$ cat src/rtl/fetch_pkg.sv
// Shared definitions for the instruction prefetch unit.
//   pc_sel_e      : redirect source encoding on pc_sel.
//   fetch_state_e : prefetch control FSM states.
//   is_jump_sel() : true for the pc_sel codes that actually redirect.
package fetch_pkg;

    typedef enum logic [1:0] {
        PcSeq  = 2'b00,
        PcAlu  = 2'b01,
        PcImm  = 2'b10,
        PcRsvd = 2'b11
    } pc_sel_e;

    typedef enum logic [1:0] {
        StBoot   = 2'b00,
        StRun    = 2'b01,
        StHalted = 2'b10
    } fetch_state_e;

    // Reserved code behaves like sequential, so only ALU/IMM redirect.
    function automatic logic is_jump_sel(logic [1:0] sel);
        return (sel == PcAlu) || (sel == PcImm);
    endfunction

endpackage

$ cat src/rtl/fetch_prefetch_if.sv
// Bus bundle between the prefetch unit, instruction memory and decode.
//   imem_req/imem_addr/imem_rdata : synchronous memory read (data one cycle after req).
//   instr_valid/instr_ready/instr_data/instr_pc : decode handshake.
// master = prefetch unit, slave = memory + decode side.
interface fetch_prefetch_if #(
    parameter int unsigned ADDR_WIDTH = 11,
    parameter int unsigned DATA_WIDTH = 32
);
    logic                  imem_req;
    logic [ADDR_WIDTH-1:0] imem_addr;
    logic [DATA_WIDTH-1:0] imem_rdata;
    logic                  instr_valid;
    logic                  instr_ready;
    logic [DATA_WIDTH-1:0] instr_data;
    logic [ADDR_WIDTH-1:0] instr_pc;

    modport master (
        output imem_req,
        output imem_addr,
        input  imem_rdata,
        output instr_valid,
        input  instr_ready,
        output instr_data,
        output instr_pc
    );

    modport slave (
        input  imem_req,
        input  imem_addr,
        output imem_rdata,
        input  instr_valid,
        output instr_ready,
        input  instr_data,
        input  instr_pc
    );
endinterface

$ cat src/rtl/fetch_queue.sv
// Synchronous FIFO holding fetched {pc, instruction} entries.
//   clk, rst_n : clock, async active-low reset
//   flush      : empty the queue; wins over push and pop
//   push/wdata : write an entry (ignored when full)
//   pop        : drop the head entry (ignored when empty)
//   rdata      : head entry, count : occupancy, empty : count == 0
module fetch_queue #(
    parameter int unsigned DEPTH = 4,
    parameter int unsigned WIDTH = 43,
    localparam int unsigned PtrW = $clog2(DEPTH),
    localparam int unsigned CntW = PtrW + 1
) (
    input  logic             clk,
    input  logic             rst_n,
    input  logic             flush,
    input  logic             push,
    input  logic [WIDTH-1:0] wdata,
    input  logic             pop,
    output logic [WIDTH-1:0] rdata,
    output logic [CntW-1:0]  count,
    output logic             empty
);

    logic [WIDTH-1:0] mem_q [DEPTH];
    logic [PtrW-1:0]  wr_ptr_q, wr_ptr_d;
    logic [PtrW-1:0]  rd_ptr_q, rd_ptr_d;
    logic [CntW-1:0]  count_q, count_d;
    logic             full;
    logic             do_push, do_pop;

    assign empty   = (count_q == '0);
    assign full    = (count_q == CntW'(DEPTH));
    assign do_push = push && !full && !flush;
    assign do_pop  = pop && !empty && !flush;
    assign rdata   = mem_q[rd_ptr_q];
    assign count   = count_q;

    always_comb begin
        wr_ptr_d = wr_ptr_q;
        rd_ptr_d = rd_ptr_q;
        count_d  = count_q;
        if (flush) begin
            wr_ptr_d = '0;
            rd_ptr_d = '0;
            count_d  = '0;
        end else begin
            // Pointers wrap naturally since DEPTH is a power of two.
            if (do_push) wr_ptr_d = wr_ptr_q + PtrW'(1);
            if (do_pop)  rd_ptr_d = rd_ptr_q + PtrW'(1);
            unique case ({do_push, do_pop})
                2'b10:   count_d = count_q + CntW'(1);
                2'b01:   count_d = count_q - CntW'(1);
                default: count_d = count_q;
            endcase
        end
    end

    always_ff @(posedge clk or negedge rst_n) begin
        if (!rst_n) begin
            wr_ptr_q <= '0;
            rd_ptr_q <= '0;
            count_q  <= '0;
        end else begin
            wr_ptr_q <= wr_ptr_d;
            rd_ptr_q <= rd_ptr_d;
            count_q  <= count_d;
        end
    end

    // Storage needs no reset: entries are only visible through count.
    always_ff @(posedge clk) begin
        if (do_push) mem_q[wr_ptr_q] <= wdata;
    end

endmodule

$ cat src/rtl/fetch_prefetch.sv
// Instruction prefetch unit: issues sequential reads to a synchronous
// instruction memory, buffers responses in a small queue and presents them
// to decode with their word address. Redirects flush the queue and restart
// fetch at the target.
//   clk, rst_n            : clock, async active-low reset
//   pc_sel, redirect      : redirect source and qualifier
//   alu_addr, imm_addr    : redirect targets
//   halt                  : stop issuing requests (queue still drains)
//   queue_count           : current queue occupancy
//   bus (master)          : memory request/response and decode handshake
module fetch_prefetch
    import fetch_pkg::*;
#(
    parameter int unsigned ADDR_WIDTH  = 11,
    parameter int unsigned DATA_WIDTH  = 32,
    parameter int unsigned QUEUE_DEPTH = 4,
    parameter int unsigned RESET_PC    = 0,
    localparam int unsigned CntW = $clog2(QUEUE_DEPTH) + 1
) (
    input  logic                  clk,
    input  logic                  rst_n,
    input  logic [1:0]            pc_sel,
    input  logic                  redirect,
    input  logic [ADDR_WIDTH-1:0] alu_addr,
    input  logic [ADDR_WIDTH-1:0] imm_addr,
    input  logic                  halt,
    output logic [CntW-1:0]       queue_count,
    fetch_prefetch_if.master      bus
);

    localparam int unsigned EntryW = ADDR_WIDTH + DATA_WIDTH;

    fetch_state_e          state_q, state_d;
    logic [ADDR_WIDTH-1:0] fetch_pc_q, fetch_pc_d;
    logic                  in_flight_q, in_flight_d;
    logic [ADDR_WIDTH-1:0] tag_q, tag_d;

    logic                  jump;
    logic [ADDR_WIDTH-1:0] target;
    logic [ADDR_WIDTH-1:0] req_addr;
    logic [CntW:0]         occupancy;
    logic                  issue;
    logic                  q_push, q_pop, q_empty;
    logic [EntryW-1:0]     q_wdata, q_rdata;
    logic [CntW-1:0]       q_count;

    // FSM next state
    always_comb begin
        state_d = state_q;
        unique case (state_q)
            StBoot:   state_d = StRun;
            StRun:    if (halt) state_d = StHalted;
            StHalted: if (!halt) state_d = StRun;
            default:  state_d = StBoot;
        endcase
    end

    // Request generation and fetch_pc update
    always_comb begin
        jump      = redirect && is_jump_sel(pc_sel);
        target    = (pc_sel == PcAlu) ? alu_addr : imm_addr;
        req_addr  = jump ? target : fetch_pc_q;
        // In-flight response already owns a queue slot, so count it.
        occupancy = (CntW + 1)'(q_count) + (CntW + 1)'(in_flight_q);
        // A redirect discards queue and in-flight data, so space is guaranteed.
        issue     = (state_q == StRun) && (jump || (occupancy < (CntW + 1)'(QUEUE_DEPTH)));

        fetch_pc_d = fetch_pc_q;
        if (issue) begin
            fetch_pc_d = req_addr + ADDR_WIDTH'(1);
        end else if (jump) begin
            // Not issuing (boot/halted): resume fetching at the target itself.
            fetch_pc_d = target;
        end
        in_flight_d = issue;
        tag_d       = issue ? req_addr : tag_q;
    end

    always_ff @(posedge clk or negedge rst_n) begin
        if (!rst_n) begin
            state_q     <= StBoot;
            fetch_pc_q  <= ADDR_WIDTH'(RESET_PC);
            in_flight_q <= 1'b0;
            tag_q       <= '0;
        end else begin
            state_q     <= state_d;
            fetch_pc_q  <= fetch_pc_d;
            in_flight_q <= in_flight_d;
            tag_q       <= tag_d;
        end
    end

    // Response arriving in a redirect cycle belongs to the old stream.
    assign q_push  = in_flight_q && !jump;
    assign q_wdata = {tag_q, bus.imem_rdata};
    assign q_pop   = bus.instr_ready && !q_empty;

    fetch_queue #(
        .DEPTH (QUEUE_DEPTH),
        .WIDTH (EntryW)
    ) u_queue (
        .clk   (clk),
        .rst_n (rst_n),
        .flush (jump),
        .push  (q_push),
        .wdata (q_wdata),
        .pop   (q_pop),
        .rdata (q_rdata),
        .count (q_count),
        .empty (q_empty)
    );

    always_comb begin
        bus.imem_req    = issue;
        bus.imem_addr   = req_addr;
        bus.instr_valid = !q_empty;
        // Gate with valid so stale storage never shows when the queue is empty.
        bus.instr_data  = q_empty ? '0 : q_rdata[DATA_WIDTH-1:0];
        bus.instr_pc    = q_empty ? '0 : q_rdata[EntryW-1:DATA_WIDTH];
        queue_count     = q_count;
    end

endmodule
$ cat src/flat_wrapper.sv
// flat-port wrapper written by rule: the top's interface ports become plain ports
module fetch_prefetch_flat import fetch_pkg::*;
#(
    parameter int unsigned ADDR_WIDTH  = 11,
    parameter int unsigned DATA_WIDTH  = 32,
    parameter int unsigned QUEUE_DEPTH = 4,
    parameter int unsigned RESET_PC    = 0,
    localparam int unsigned CntW = $clog2(QUEUE_DEPTH) + 1
)
  (clk, rst_n, pc_sel, redirect, alu_addr, imm_addr, halt, queue_count, bus_imem_req, bus_imem_addr, bus_imem_rdata, bus_instr_valid, bus_instr_ready, bus_instr_data, bus_instr_pc);
  fetch_prefetch_if #(.ADDR_WIDTH(ADDR_WIDTH), .DATA_WIDTH(DATA_WIDTH)) bus_i ();
  input  logic clk;
  input  logic rst_n;
  input  logic [1:0] pc_sel;
  input  logic redirect;
  input  logic [ADDR_WIDTH-1:0] alu_addr;
  input  logic [ADDR_WIDTH-1:0] imm_addr;
  input  logic halt;
  output logic [CntW-1:0] queue_count;
  output wire logic [$bits(bus_i.imem_req)-1:0] bus_imem_req;
  output wire logic [$bits(bus_i.imem_addr)-1:0] bus_imem_addr;
  input wire logic [$bits(bus_i.imem_rdata)-1:0] bus_imem_rdata;
  output wire logic [$bits(bus_i.instr_valid)-1:0] bus_instr_valid;
  input wire logic [$bits(bus_i.instr_ready)-1:0] bus_instr_ready;
  output wire logic [$bits(bus_i.instr_data)-1:0] bus_instr_data;
  output wire logic [$bits(bus_i.instr_pc)-1:0] bus_instr_pc;
  assign bus_imem_req = bus_i.imem_req;
  assign bus_imem_addr = bus_i.imem_addr;
  assign bus_i.imem_rdata = bus_imem_rdata;
  assign bus_instr_valid = bus_i.instr_valid;
  assign bus_i.instr_ready = bus_instr_ready;
  assign bus_instr_data = bus_i.instr_data;
  assign bus_instr_pc = bus_i.instr_pc;
  fetch_prefetch #(.ADDR_WIDTH(ADDR_WIDTH), .DATA_WIDTH(DATA_WIDTH), .QUEUE_DEPTH(QUEUE_DEPTH), .RESET_PC(RESET_PC)) u_core (.clk(clk), .rst_n(rst_n), .pc_sel(pc_sel), .redirect(redirect), .alu_addr(alu_addr), .imm_addr(imm_addr), .halt(halt), .queue_count(queue_count), .bus(bus_i));
endmodule
$ cat config.mk
export PLATFORM = sky130hd
export DESIGN_NAME = fetch_prefetch_flat
export DESIGN_NICKNAME = d
export VERILOG_FILES = /design/src/rtl/fetch_pkg.sv /design/src/rtl/fetch_prefetch_if.sv /design/src/rtl/fetch_queue.sv /design/src/rtl/fetch_prefetch.sv /design/src/flat_wrapper.sv
export SDC_FILE = /design/constraint.sdc
export NUM_CORES = 1
export LEC_CHECK = 0
export CORE_MARGIN = 1
export CORE_UTILIZATION = 45
export CTS_CLUSTER_SIZE = 30
export DETAILED_ROUTE_END_ITERATION = 10
export PLACE_DENSITY = 0.71
export SYNTH_ARGS = -nofsm -noshare
export SYNTH_HDL_FRONTEND = slang
export SYNTH_HIERARCHICAL = 1
export SYNTH_SLANG_ARGS = --single-unit
$ cat constraint.sdc
create_clock -name clk -period 3.5 [get_ports clk]
set_input_delay 0.35 -clock clk [delete_from_list [all_inputs] [get_ports clk]]
set_output_delay 0.35 -clock clk [all_outputs]
set_load 0.01 [all_outputs]
# Yosys cells after proc, flatten, opt, wreduce, memory -nomap -nowiden
# Memory sizes are Yosys's and may differ from the RTL's.
# Cells that the tools add are included.
dict set report op_classes {
  add_sub_neg 6
  n_lt_le_gt_ge 1
  eq_ne 9
  mux 16
  reduce_logical 19
}
# op n
set op_table {}
lappend op_table {{$mux 11} 4}
lappend op_table {{$mux 32} 1}
lappend op_table {{$mux 2} 6}
lappend op_table {{$add 11x1->11 const B} 1}
lappend op_table {{$logic_and 1x1->1} 8}
lappend op_table {{$eq 2x1->1 const B} 3}
lappend op_table {{$eq 2x2->1 const B} 3}
lappend op_table {{$pmux 2 s3} 1}
lappend op_table {{$pmux 3 s2} 1}
lappend op_table {{$add 2x1->2 const B} 2}
lappend op_table {{$add 3x1->4} 1}
lappend op_table {{$lt 4x3->1 const B} 1}
lappend op_table {{$ne 2x2->1 const B} 2}
lappend op_table {{$reduce_bool 2->1} 2}
lappend op_table {{$add 3x1->3 const B} 1}
lappend op_table {{$eq 3x3->1 const B} 1}
lappend op_table {{$logic_not 1->1} 3}
lappend op_table {{$logic_not 3->1} 1}
lappend op_table {{$mux 3} 1}
lappend op_table {{$reduce_bool 3->1} 1}
lappend op_table {{$sub 3x1->3 const B} 1}
lappend op_table {{$logic_not 2->1} 1}
lappend op_table {{$logic_or 1x1->1} 2}
lappend op_table {{$mux 1} 2}
lappend op_table {{$reduce_and 2->1} 1}
dict set report word_totals {
  ff_bits 32
  mem_bits_rw 172
  inputBits 61
  output_inout_bits 59
  elab_cells 59
  mem_count 1
}
# name words width rd rd_ports_with_merged_regs wr line
set memory_table {}
lappend memory_table {u_core.u_queue.mem_q 4 43 1 0 1 fetch_queue.sv:24} ;# logic [WIDTH-1:0] mem_q [DEPTH];

# Longest topological paths before layout
# Gate-level depths: netlist of run 1.
dict set report depth {
  depth_word 10
  ltp_mapped 12
  mapped_depth_nobuf 10
}

# Modules after synthesis
# Netlist of run 1, hierarchy kept.
# mod n_inst cells_each area_each_um2 seq_area_each_um2
set modules_own_cells {}
lappend modules_own_cells {fetch_queue 1 289 6786.5 5340.1}
lappend modules_own_cells {fetch_prefetch 1 173 1659.1 625.6}

# Least setup slack after synthesis of run 1
# OpenSTA, ideal clock, no wires.
dict set report synth_timing {
  path_kind {in2reg}
  from {input port pc_sel[1]}
  to {memory u_core.u_queue.mem_q[0][0], enable pin}
  setup_ns 0.405
  arrival_time_ns 2.663
  required_time_ns 3.095
  path_slack_ns 0.433
  stages 9
  n_path_buf 2
  cell_sequence {inv_1 -> ha_1 -> nand2b_4 -> buf_2 -> and2_1 -> buf_2 -> inv_2 -> a211oi_2 -> and2_1}
}
dict set report synth_between {
  elab_chain_len 9
  elab_cells_between_ends 10
  classes_between {2 x eq/ne; 2 x mux; 6 x reduce/logical}
}
# item line
set synth_lines {}
lappend synth_lines {{from (decl)} flat_wrapper.sv:14} ;# input logic [1:0] pc_sel;
lappend synth_lines {{$eq 2x1->1 or $eq 2x2->1 (tied branches)} fetch_pkg.sv:22} ;# return (sel == PcAlu) || (sel == PcImm);
lappend synth_lines {{$logic_or 1x1->1 *} fetch_pkg.sv:22}
lappend synth_lines {{$logic_and 1x1->1 *} fetch_prefetch.sv:60} ;# jump = redirect && is_jump_sel(pc_sel);
lappend synth_lines {{$logic_not 1->1 *} fetch_prefetch.sv:94} ;# assign q_push = in_flight_q && !jump;
lappend synth_lines {{$logic_and 1x1->1 *} fetch_prefetch.sv:94}
lappend synth_lines {{named net u_core.q_push} fetch_prefetch.sv:43} ;# logic q_push, q_pop, q_empty;
lappend synth_lines {{$logic_and 1x1->1 * (2 in series)} fetch_queue.sv:33} ;# assign do_push = push && !full && !flush;
lappend synth_lines {{$mux 1 *} fetch_queue.sv:72} ;# if (do_push) mem_q[wr_ptr_q] <= wdata;
lappend synth_lines {{$mux 1 (implied by the code) *} fetch_queue.sv:72}
lappend synth_lines {{to (decl)} fetch_queue.sv:24}
# Mark *: on every way through the listed nets, which the timed path passes. The rest lies on a longest branch.

# Final worst setup path of run 1
dict set report layout_timing {
  from {register u_core.u_queue.rd_ptr_q[0]}
  to {output port bus_instr_pc[2]}
}
dict set report layout_between {
  elab_chain_len 2
}
# item line
set layout_lines {}
lappend layout_lines {{from (decl)} fetch_queue.sv:26} ;# logic [PtrW-1:0] rd_ptr_q, rd_ptr_d;
lappend layout_lines {{from (signal assigned)} fetch_queue.sv:65} ;# rd_ptr_q <= rd_ptr_d;
lappend layout_lines {{$mem_v2 4x43} n/a}
lappend layout_lines {{named net u_core.q_rdata[34]} fetch_prefetch.sv:44} ;# logic [EntryW-1:0] q_wdata, q_rdata;
lappend layout_lines {{$mux 11} fetch_prefetch.sv:119} ;# bus.instr_pc = q_empty ? '0 : q_rdata[EntryW-1:DATA_WIDTH];
lappend layout_lines {{to (decl)} flat_wrapper.sv:26} ;# output wire logic [$bits(bus_i.instr_pc)-1:0] bus_instr_pc;
# The timed path passes the listed nets, and every way through them passes these cells.

==> results of run 1 <==
## registers in the layout, summed over array words and instances, names as in the netlist
register	count
u_core/in_flight_q	1
u_core/u_queue/wr_ptr_q	2
u_core/fetch_pc_q	11
u_core/tag_q	11
u_core/u_queue/mem_q	172
u_core/u_queue/count	3
u_core/u_queue/rd_ptr_q	2
u_core/state_q	2
## worst register-to-register path, stage by stage, from the launching register on
cell and delay [ns]:
dfrtp_1 0.55, nor3_4 0.26, buf_4 0.41, nand2b_1 0.22, a211oi_1 0.07, fa_1 0.50, inv_1 0.06, a311oi_2 0.18
a21oi_1 0.10, a211oi_1 0.25
## metal layers
| metal | up-vias | global-route usage (%) |
|---|---|---|
| met5 | - | 0 |
| li1 | 2034 | - |
| met1 | 2218 | 22.9 |
| met4 | 0 | 3.98 |
| met2 | 146 | 28.5 |
| met3 | 23 | 3.28 |
## cells in the mapped netlist, drive strengths merged, types with 2 or more instances
| cell type | instances |
|---|---|
| mux2i | 7 |
| nor4 | 5 |
| nand2b | 6 |
| nand3 | 5 |
| xnor2 | 9 |
| xor2 | 5 |
| ha | 6 |
| mux4 | 43 |
| mux2 | 16 |
| dfrtp | 32 |
| nor2b | 44 |
| a21o | 2 |
| nand2 | 15 |
| a211oi | 4 |
| o21ai | 11 |
| buf | 17 |
| clkbuf | 6 |
| and2 | 5 |
| nor2 | 12 |
| a21oi | 7 |
| nor3 | 4 |
| edfxtp | 172 |
| inv | 17 |
| o22ai | 2 |
## cell type report
cell class,instances,area share (%)
clock buffers,32,5.91
repair buffers,133,12.6
multi-input cells,218,21.3
clock inverters,7,0.799
well taps,229,2.69
inverters,17,0.599
flip-flops and latches,204,56.1
## worst paths after layout
path | slack (ns) | to
min in group clk | 0.48 | u_core/state_q[1]
worst min-delay path | 0.29 | u_core/tag_q[1]
max in group asynchronous | 2.51 | u_core/state_q[0]
worst max register to register | 0.80 | u_core/u_queue/count[1]
worst min register to register | 0.52 | u_core/state_q[0]
worst max-delay path | 0.44 | bus_instr_pc[2]
## through the flow
step	std cells	cell area, um2
after global routing	840	10600
after detailed placement	801	9930
after CTS	840	10600
after global placement	801	9930
after floorplan	462	8450
final	840	10600
## power groups by stage
stage / registers, W / clock network (W) / logic (W)
floorplan: 0.00330 / 0 / 0.00185
global placement: 0.00346 / 0 / 0.00294
detailed placement: 0.00349 / 0 / 0.00297
CTS: 0.00344 / 0.00229 / 0.00298
global route: 0.00349 / 0.00239 / 0.00318
finish: 0.00343 / 0.00224 / 0.00294
## cell families after synthesis
family | after synthesis
AO/OA/AOI/OAI | 31
XOR/XNOR | 14
adder cells (fa/ha/maj) | 7
buffers and inverters | 40
flip-flops | 204
multiplexers | 66
AND/OR/NAND/NOR | 100
## layout by cell type (no fill, tap or decap), types with 3 or more instances in the layout
master,Yosys,final
edfxtp_1,172,172
clkdlybuf4s50_1,0,119
nor2b_1,44,44
mux4_2,43,43
dfrtp_1,32,30
clkbuf_16,0,23
nand2_1,15,15
inv_1,14,14
nor2_1,12,12
buf_4,1,10
mux2_2,9,9
xnor2_1,9,9
o21ai_0,9,9
clkbuf_1,6,7
mux2i_1,6,6
a21oi_1,6,6
ha_1,6,6
mux2_1,5,5
nand2b_1,5,5
xor2_1,5,5
nand3_1,4,4
nor4_2,4,4
and2_2,0,4
buf_12,0,4
inv_2,3,3
nor3_1,3,3
a211oi_1,3,3
==> impl_metrics.env, run 1 <==
export IMPL_setup_ws_ns=0.439
export IMPL_wl_mm=15.9
export IMPL_place_congestion=0.835
export IMPL_clk_latency_ns=0.49
export IMPL_antenna_found_initial=0
export IMPL_final_min_clock_period_ns=3.06
export IMPL_p_seq_share_pct=39.8
export IMPL_port_buffer_count=119
export IMPL_wl_met3_mm=1.05
export IMPL_antenna_cells=0
export IMPL_ant_nets=0
export IMPL_worstMarginPinSlew_ns=0.701
export IMPL_internal_power_w=0.00611
export IMPL_async_reset_ff_share_pct=15.7
export IMPL_seqCellArea_um2=5970
export IMPL_setup_violations=0
export IMPL_multi_input_area_um2=2270
export IMPL_final_max_slew_viol_count=0
export IMPL_irDropWorstVdd_mv=0.390
export IMPL_hold_class="in -> async"
export IMPL_grt_pass1_vias=4732
export IMPL_crit_start="u_core/u_queue/rd_ptr_q[0]"
export IMPL_finalClockSkew_ns=0.00833
export IMPL_synth_edf_count=172
export IMPL_failed_checks="DRC"
export IMPL_crit_fanout=24
export IMPL_post_cts_setup_buffers=0
export IMPL_slew_headroom_pct=53.2
export IMPL_crit_slowest_cell="dfrtp_4"
export IMPL_power_frac_comb_pct=34.1
export IMPL_synth_simple_area_share_pct=7.19
export IMPL_hold_viol_final=0
export IMPL_htree_levels=1
export IMPL_vias=4421
export IMPL_synth_area_leaders="edfxtp_1, mux4_2, dfrtp_1"
export IMPL_ys_warn_count=6
export IMPL_reg2reg_depth=9
export IMPL_yosys_area_share_adder_pct=1.13
export IMPL_power_density_nw_per_um2=809
export IMPL_gr_total_overflow=0
export IMPL_fin_total_pwr_w=0.00862
export IMPL_cts_buffers=22
export IMPL_die_area_um2=19300
export IMPL_power_switching_w=0.00251
export IMPL_drc_errors=11
export IMPL_ctsLongestPathBuffers=3
export IMPL_path_delay_family="buffers and inverters"
export IMPL_cpPeakStageDelay_ns=0.71
export IMPL_synth_xor_area_share_pct=1.45
export IMPL_drive_above_1_share_pct=19.5
export IMPL_wl_per_cell_um=18.9
export IMPL_clockPowerShare_pct=26.0
export IMPL_synth_top_family_by_area="multiplexers"
export IMPL_fp_dieH_um=139
export IMPL_cts_hold_buf=0
export IMPL_initial_core_util_pct=46.5
export IMPL_cts_tree="built"
export IMPL_crit_type="reg -> out"
export IMPL_top_layer="met4"
export IMPL_rsz0062_at_grt="false"
export IMPL_endpoint_kind="output pin"
export IMPL_ys_seq_area_share_pct=70.6
export IMPL_finalCritPeriodShare_pct=87.5
export IMPL_arrival_ns=2.71
export IMPL_clock_sinks=204
export IMPL_drv_cap=0
export IMPL_yosysTopAreaCell="edfxtp_1"
export IMPL_swShare_pct=29.1
export IMPL_grt_pass1_wl_mm=25.5
export IMPL_fmaxAchievable_mhz=327
export IMPL_drt_initial_drc_count=361
export IMPL_dpl_hpwl_mm=10.2
export IMPL_synth_cell_types=47
export IMPL_vias_per_cell=5.26
export IMPL_whs_ns=0.287
export IMPL_die_x_um=139
export IMPL_synth_compound_area_share_pct=2.39
export IMPL_num_io_pins=120
export IMPL_path_buf_inv=2
export IMPL_avgSynthCellArea_um2=18.3
export IMPL_syn_nets=530
export IMPL_netlist_instances=462
export IMPL_final_core_util_pct=58.7
export IMPL_root_buffer="clkbuf_16"
export IMPL_crit_cells=4
export IMPL_start_kind="flip-flop"
export IMPL_grt_max_degree=44
export IMPL_synth_mux_area_share_pct=14.6
export IMPL_drt_met1_wl_mm=6.88
export IMPL_crit_chain="buf_12 > mux4_2 > nor2b_1 > clkdlybuf4s50_1"
export IMPL_synth_area_um2=8450
export IMPL_p_leak_nw=3.62
export IMPL_core_area_um2=18100
export IMPL_track_usage_pct=16.9
export IMPL_fill_cells=1335
export IMPL_reg2reg_from="u_core/u_queue/count[0]"
export IMPL_std_cell_rows=49
export IMPL_status="finished with violations"
export IMPL_ys_seq_elements=204
export IMPL_cts_resized=0
export IMPL_clk_pin_slew_ns=0.06
export IMPL_place_ws_ns=0.413
export IMPL_areaGrowthSynthToFinish_pct=26.1
export IMPL_synth_flop_cell="edfxtp_1"
export IMPL_synth_top_area_share_pct=61.2
export IMPL_fin_setup_tns_ns=0
export IMPL_drt_pass1_iter_count=8
export IMPL_required_ns=3.15
export IMPL_nNetsFinal=664
export IMPL_routed_wl_met2_mm=7.70
Note: power is estimated with default switching activity, not from simulation.
==> run 2: changes to the inputs <==
--- a/config.mk
+++ b/config.mk
@@ -9,7 +9,8 @@
 export CORE_UTILIZATION = 45
 export CTS_CLUSTER_SIZE = 30
 export DETAILED_ROUTE_END_ITERATION = 10
-export PLACE_DENSITY = 0.71
+export PLACE_DENSITY = 0.73
+export SKIP_CTS_REPAIR_TIMING = 1
 export SYNTH_ARGS = -nofsm -noshare
 export SYNTH_HDL_FRONTEND = slang
 export SYNTH_HIERARCHICAL = 1
==> impl_metrics.env, run 2 (synthesized netlist as in run 1, its figures left out) <==
export IMPL_status="finished, final reports clean"
export IMPL_grt_pass1_wl_mm=26.1
export IMPL_clk_latency_ns=0.48
export IMPL_drt_initial_drc_count=205
export IMPL_drc_errors=0
export IMPL_hold_class="in -> async"
export IMPL_reg_top3="u_core/u_queue/mem_q: 172 flops, u_core/fetch_pc_q: 11 flops, u_core/tag_q: 11 flops"
export IMPL_crit_chain="buf_4 > mux4_2 > nor2b_1 > clkdlybuf4s50_1"
export IMPL_std_cell_rows=49
export IMPL_vias=4437
export IMPL_p_leak_nw=3.61
export IMPL_max_flop_register="u_core/u_queue/mem_q"
export IMPL_arrival_ns=2.70
export IMPL_grt_max_degree=37
export IMPL_final_common_cell="edfxtp_1"
export IMPL_reg2reg_depth=9
export IMPL_ctsLongestPathBuffers=3
export IMPL_clock_sinks=204
export IMPL_final_core_util_pct=58.5
export IMPL_setup_violations=0
export IMPL_htree_levels=1
export IMPL_final_max_slew_viol_count=0
export IMPL_initial_core_util_pct=46.5
export IMPL_worstMarginPinSlew_ns=0.551
export IMPL_fp_dieH_um=139
export IMPL_gr_total_overflow=0
export IMPL_die_area_um2=19300
export IMPL_path_delay_family="buffers and inverters"
export IMPL_placed_area_um2=9950
export IMPL_reg2reg_from="u_core/u_queue/count[0]"
export IMPL_start_kind="flip-flop"
export IMPL_drt_pass1_iter_count=7
export IMPL_power_switching_w=0.00253
export IMPL_areaGrowthSynthToFinish_pct=25.6
export IMPL_power_density_nw_per_um2=805
export IMPL_seqCellArea_um2=5970
export IMPL_finalClockSkew_ns=0.0121
export IMPL_p_seq_share_pct=40.3
export IMPL_worstReg2RegEnd="u_core/u_queue/count[1]"
export IMPL_fin_setup_tns_ns=0
export IMPL_port_buffer_count=119
export IMPL_swShare_pct=29.6
export IMPL_cpPeakStageDelay_ns=0.73
export IMPL_slew_headroom_pct=63.3
export IMPL_rsz0062_at_grt="false"
export IMPL_path_buf_inv=2
export IMPL_antenna_found_initial=0
export IMPL_largest_register_ffs=172
export IMPL_track_usage_pct=17.3
export IMPL_crit_fanout=23
export IMPL_internal_power_w=0.00601
export IMPL_final_min_clock_period_ns=3.05
export IMPL_antenna_cells=0
export IMPL_cts_tree="built"
export IMPL_layout_common_cells="edfxtp_1, clkdlybuf4s50_1, nor2b_1"
export IMPL_r2r_slack_ns=0.84
export IMPL_crit_slowest_cell="dfrtp_4"
export IMPL_placedCellCount=801
export IMPL_root_buffer="clkbuf_16"
export IMPL_drv_cap=0
export IMPL_endpoint_kind="output pin"
export IMPL_place_congestion=0.855
export IMPL_clockPowerShare_pct=25.0
export IMPL_clk_pin_slew_ns=0.05
export IMPL_cts_buffers=21
export IMPL_fin_total_pwr_w=0.00854
export IMPL_grt_pass1_vias=4845
export IMPL_final_cells=837
export IMPL_multi_input_area_um2=2270
export IMPL_dpl_hpwl_mm=10.6
export IMPL_nNetsFinal=663
export IMPL_vias_per_cell=5.30
export IMPL_wl_mm=16.2
export IMPL_required_ns=3.15
export IMPL_wl_per_cell_um=19.4
export IMPL_crit_type="reg -> out"
export IMPL_drive_above_1_share_pct=19.4
export IMPL_fill_cells=1339
export IMPL_power_frac_comb_pct=34.7
export IMPL_core_area_um2=18100
export IMPL_ant_nets=0
export IMPL_fmaxAchievable_mhz=328
export IMPL_num_io_pins=120
export IMPL_die_x_um=139
export IMPL_irDropWorstVdd_mv=0.399
export IMPL_hold_viol_final=0
export IMPL_design_area_um2=10600
export IMPL_finalCritPeriodShare_pct=87.0
## run 2: cell count changes in the layout (fill, tap and decap cells not counted), sizes merged
cell / before / now
clkbuf: 32 / 27
inv: 17 / 18
clkinv: 4 / 6
clkinvlp: 1 / 0
## run 2: final cells by class
| class | count | share of cell area, % |
|---|---|---|
| well taps | 229 | 2.70 |
| repair buffers | 133 | 12.8 |
| clock buffers | 27 | 5.35 |
| inverters | 17 | 0.601 |
| multi-input cells | 218 | 21.4 |
| flip-flops and latches | 204 | 56.3 |
| clock inverters | 9 | 0.896 |
## run 2: stage by stage
| step | worst slack, ns | hold slack (ns) |
|---|---|---|
| 2_1_floorplan | 0.433 | 0.0544 |
| 3_3_place_gp | 0.496 | 0.491 |
| 3_5_place_dp | 0.421 | 0.502 |
| 4_1_cts | 0.408 | 0.266 |
| 5_1_grt | 0.328 | 0.301 |
| 6_report | 0.454 | 0.267 |
## run 2: worst max-delay path by stage
| stage | startpoint | end | cells after the start |
|---|---|---|---|
| 6_report | u_core/u_queue/rd_ptr_q[0] | bus_instr_data[1] | 4 |
| 5_1_grt | u_core/u_queue/rd_ptr_q[0] | bus_instr_data[1] | 4 |
| 4_1_cts | u_core/u_queue/rd_ptr_q[0] | bus_instr_data[1] | 4 |
| 3_5_place_dp | pc_sel[1] | u_core/u_queue/mem_q[1][7] | 9 |
| 3_3_place_gp | pc_sel[1] | u_core/u_queue/mem_q[1][9] | 9 |
| 2_1_floorplan | pc_sel[1] | u_core/u_queue/mem_q[0][0] | 9 |
## run 2: power by group through the flow
stage | Sequential, W | Clock (W) | Combinational [W]
2_1_floorplan | 0.00330 | 0 | 0.00185
3_3_place_gp | 0.00346 | 0 | 0.00295
3_5_place_dp | 0.00349 | 0 | 0.00300
4_1_cts | 0.00345 | 0.00219 | 0.00301
5_1_grt | 0.00349 | 0.00227 | 0.00321
6_report | 0.00344 | 0.00213 | 0.00297
## run 2: layer usage
metal	wire length [um]	up-vias	global-route usage (%)	part of all wire, %
li1	-	2031	-	-
met1	6930	2235	22.1	43
met2	8060	148	30.2	50
met3	945	23	4.04	5.8
met4	301	0	3.80	1.9
met5	0	-	0	0
==> run 3: changes to the inputs <==
--- a/config.mk
+++ b/config.mk
@@ -9,7 +9,7 @@
 export CORE_UTILIZATION = 45
 export CTS_CLUSTER_SIZE = 30
 export DETAILED_ROUTE_END_ITERATION = 10
-export PLACE_DENSITY = 0.73
+export PLACE_DENSITY = 0.75
 export SKIP_CTS_REPAIR_TIMING = 1
 export SYNTH_ARGS = -nofsm -noshare
 export SYNTH_HDL_FRONTEND = slang
==> constraint.sdc (replaced) <==
create_clock -name clk -period 2.8 [get_ports clk]
set_input_delay 0.28 -clock clk [delete_from_list [all_inputs] [get_ports clk]]
set_output_delay 0.28 -clock clk [all_outputs]
set_load 0.01 [all_outputs]
==> impl_metrics.env, run 3 (synthesized netlist as in run 1, its figures left out) <==
export IMPL_crit_fanout=12
export IMPL_port_buffer_count=119
export IMPL_hold_class="in -> async"
export IMPL_fp_dieH_um=139
export IMPL_failed_checks="DRC"
export IMPL_dpl_hpwl_mm=10.9
export IMPL_areaGrowthSynthToFinish_pct=28.8
export IMPL_grt_use_met3_pct=3.83
export IMPL_final_max_slew_viol_count=0
export IMPL_required_ns=2.52
export IMPL_grt_pass1_wl_mm=26.4
export IMPL_power_density_nw_per_um2=1000
export IMPL_status="finished with violations"
export IMPL_final_cells=868
export IMPL_num_io_pins=120
export IMPL_crit_type="reg -> out"
export IMPL_root_buffer="clkbuf_16"
export IMPL_busiest_layer="met2"
export IMPL_clk_latency_ns=0.49
export IMPL_start_kind="flip-flop"
export IMPL_antenna_cells=0
export IMPL_drc_errors=8
export IMPL_ant_nets=0
export IMPL_place_congestion=0.826
export IMPL_r2r_slack_ns=0.57
export IMPL_gr_total_overflow=0
export IMPL_wl_mm=16.8
export IMPL_vias=4579
export IMPL_irDropWorstVdd_mv=0.559
export IMPL_final_core_util_pct=59.9
export IMPL_final_min_clock_period_ns=2.76
export IMPL_die_x_um=139
export IMPL_core_area_um2=18100
export IMPL_vias_per_cell=5.28
export IMPL_track_usage_pct=17.6
export IMPL_drv_cap=0
export IMPL_initial_core_util_pct=46.5
export IMPL_finalCritPeriodShare_pct=98.4
export IMPL_fill_cells=1335
export IMPL_grt_pass1_vias=4845
export IMPL_arrival_ns=2.48
export IMPL_setup_violations=0
export IMPL_drt_pass1_iter_count=9
export IMPL_largest_register_ffs=172
export IMPL_layout_common_cells="edfxtp_1, clkdlybuf4s50_1, nor2b_1"
export IMPL_max_flop_register="u_core/u_queue/mem_q"
export IMPL_final_common_cell="edfxtp_1"
export IMPL_reg_top3="u_core/u_queue/mem_q: 172 flops, u_core/fetch_pc_q: 11 flops, u_core/tag_q: 11 flops"
export IMPL_worstMarginPinSlew_ns=0.846
export IMPL_grt_max_degree=32
export IMPL_use_met1_pct=23.3
export IMPL_endpoint_kind="output pin"
export IMPL_cts_buffers=22
export IMPL_fmaxAchievable_mhz=363
export IMPL_drt_initial_drc_count=241
export IMPL_std_cell_rows=49
export IMPL_antenna_found_initial=1
export IMPL_p_leak_nw=3.76
export IMPL_grt_use_met2_pct=30.0
export IMPL_nNetsFinal=692
export IMPL_placedCellCount=817
export IMPL_cts_tree="built"
export IMPL_hold_viol_final=0
export IMPL_ctsLongestPathBuffers=3
export IMPL_wl_per_cell_um=19.3
export IMPL_slew_headroom_pct=43.4
export IMPL_clock_sinks=204
export IMPL_die_area_um2=19300
export IMPL_clk_pin_slew_ns=0.06
export IMPL_htree_levels=1
export IMPL_drive_above_1_share_pct=22.5
export IMPL_finalClockSkew_ns=0.0151
-- run 3: routing by layer --
metal  routed length, um  up-vias  share of wire, %
met2                8390      133                50
met1                7210     2319                43
met3                 904       28               5.4
met5                   9        -             0.054
met4                 279        2               1.7
li1                    -     2097                 -
-- run 3: critical path, cell delays in order (launching register included) --
cell	delay (ns)
dfrtp_4	0.56
buf_4	0.16
buf_4	0.13
mux4_2	0.48
nor2b_1	0.15
clkdlybuf4s50_1	0.51
-- run 3: worst paths after layout --
| path | start | to | depth (start not counted) |
|---|---|---|---|
| worst max-delay path | u_core/u_queue/rd_ptr_q[0] | bus_instr_data[25] | 5 |
| worst min-delay path | rst_n | u_core/tag_q[5] | 1 |
| worst max register to register | u_core/u_queue/count[0] | u_core/u_queue/count[1] | 9 |
| worst min register to register | u_core/state_q[0] | u_core/state_q[0] | 1 |
| max in group asynchronous | rst_n | u_core/fetch_pc_q[5] | 2 |
| min in group clk | halt | u_core/state_q[1] | 2 |
-- run 3: stage by stage --
stage | area [um2] | TNS, ns | hold slack [ns] | total power (W) | setup slack (ns)
after detailed placement | 10100 | 0 | 0.506 | 0.00822 | 0.0767
after global placement | 10100 | 0 | 0.490 | 0.00812 | 0.160
final | 10900 | 0 | 0.281 | 0.0109 | 0.0446
after CTS | 10800 | -1.09 | 0.310 | 0.0109 | -0.112
after global routing | 10900 | -0.0298 | 0.350 | 0.0115 | -0.0170
after floorplan | 8450 | 0 | -0.0156 | 0.00643 | 0.258
-- run 3: final cells by class --
type	count	area, um2	share of cell area, %
Tap cell	229	287	2.63
Inverter	17	66.3	0.610
Multi-Input combinational cell	218	2270	20.8
Clock inverter	9	67.6	0.621
Clock buffer	30	602	5.53
Sequential cell	204	5970	54.9
Timing Repair Buffer	161	1620	14.9
-- run 3: report_power, final --
part / switching (W) / internal, W / leakage (nW)
Clock: 0.00109 / 0.00159 / 0.326
Sequential: 0.000312 / 0.00391 / 1.95
Combinational: 0.00182 / 0.00219 / 1.49
Total: 0.00323 / 0.00769 / 3.76
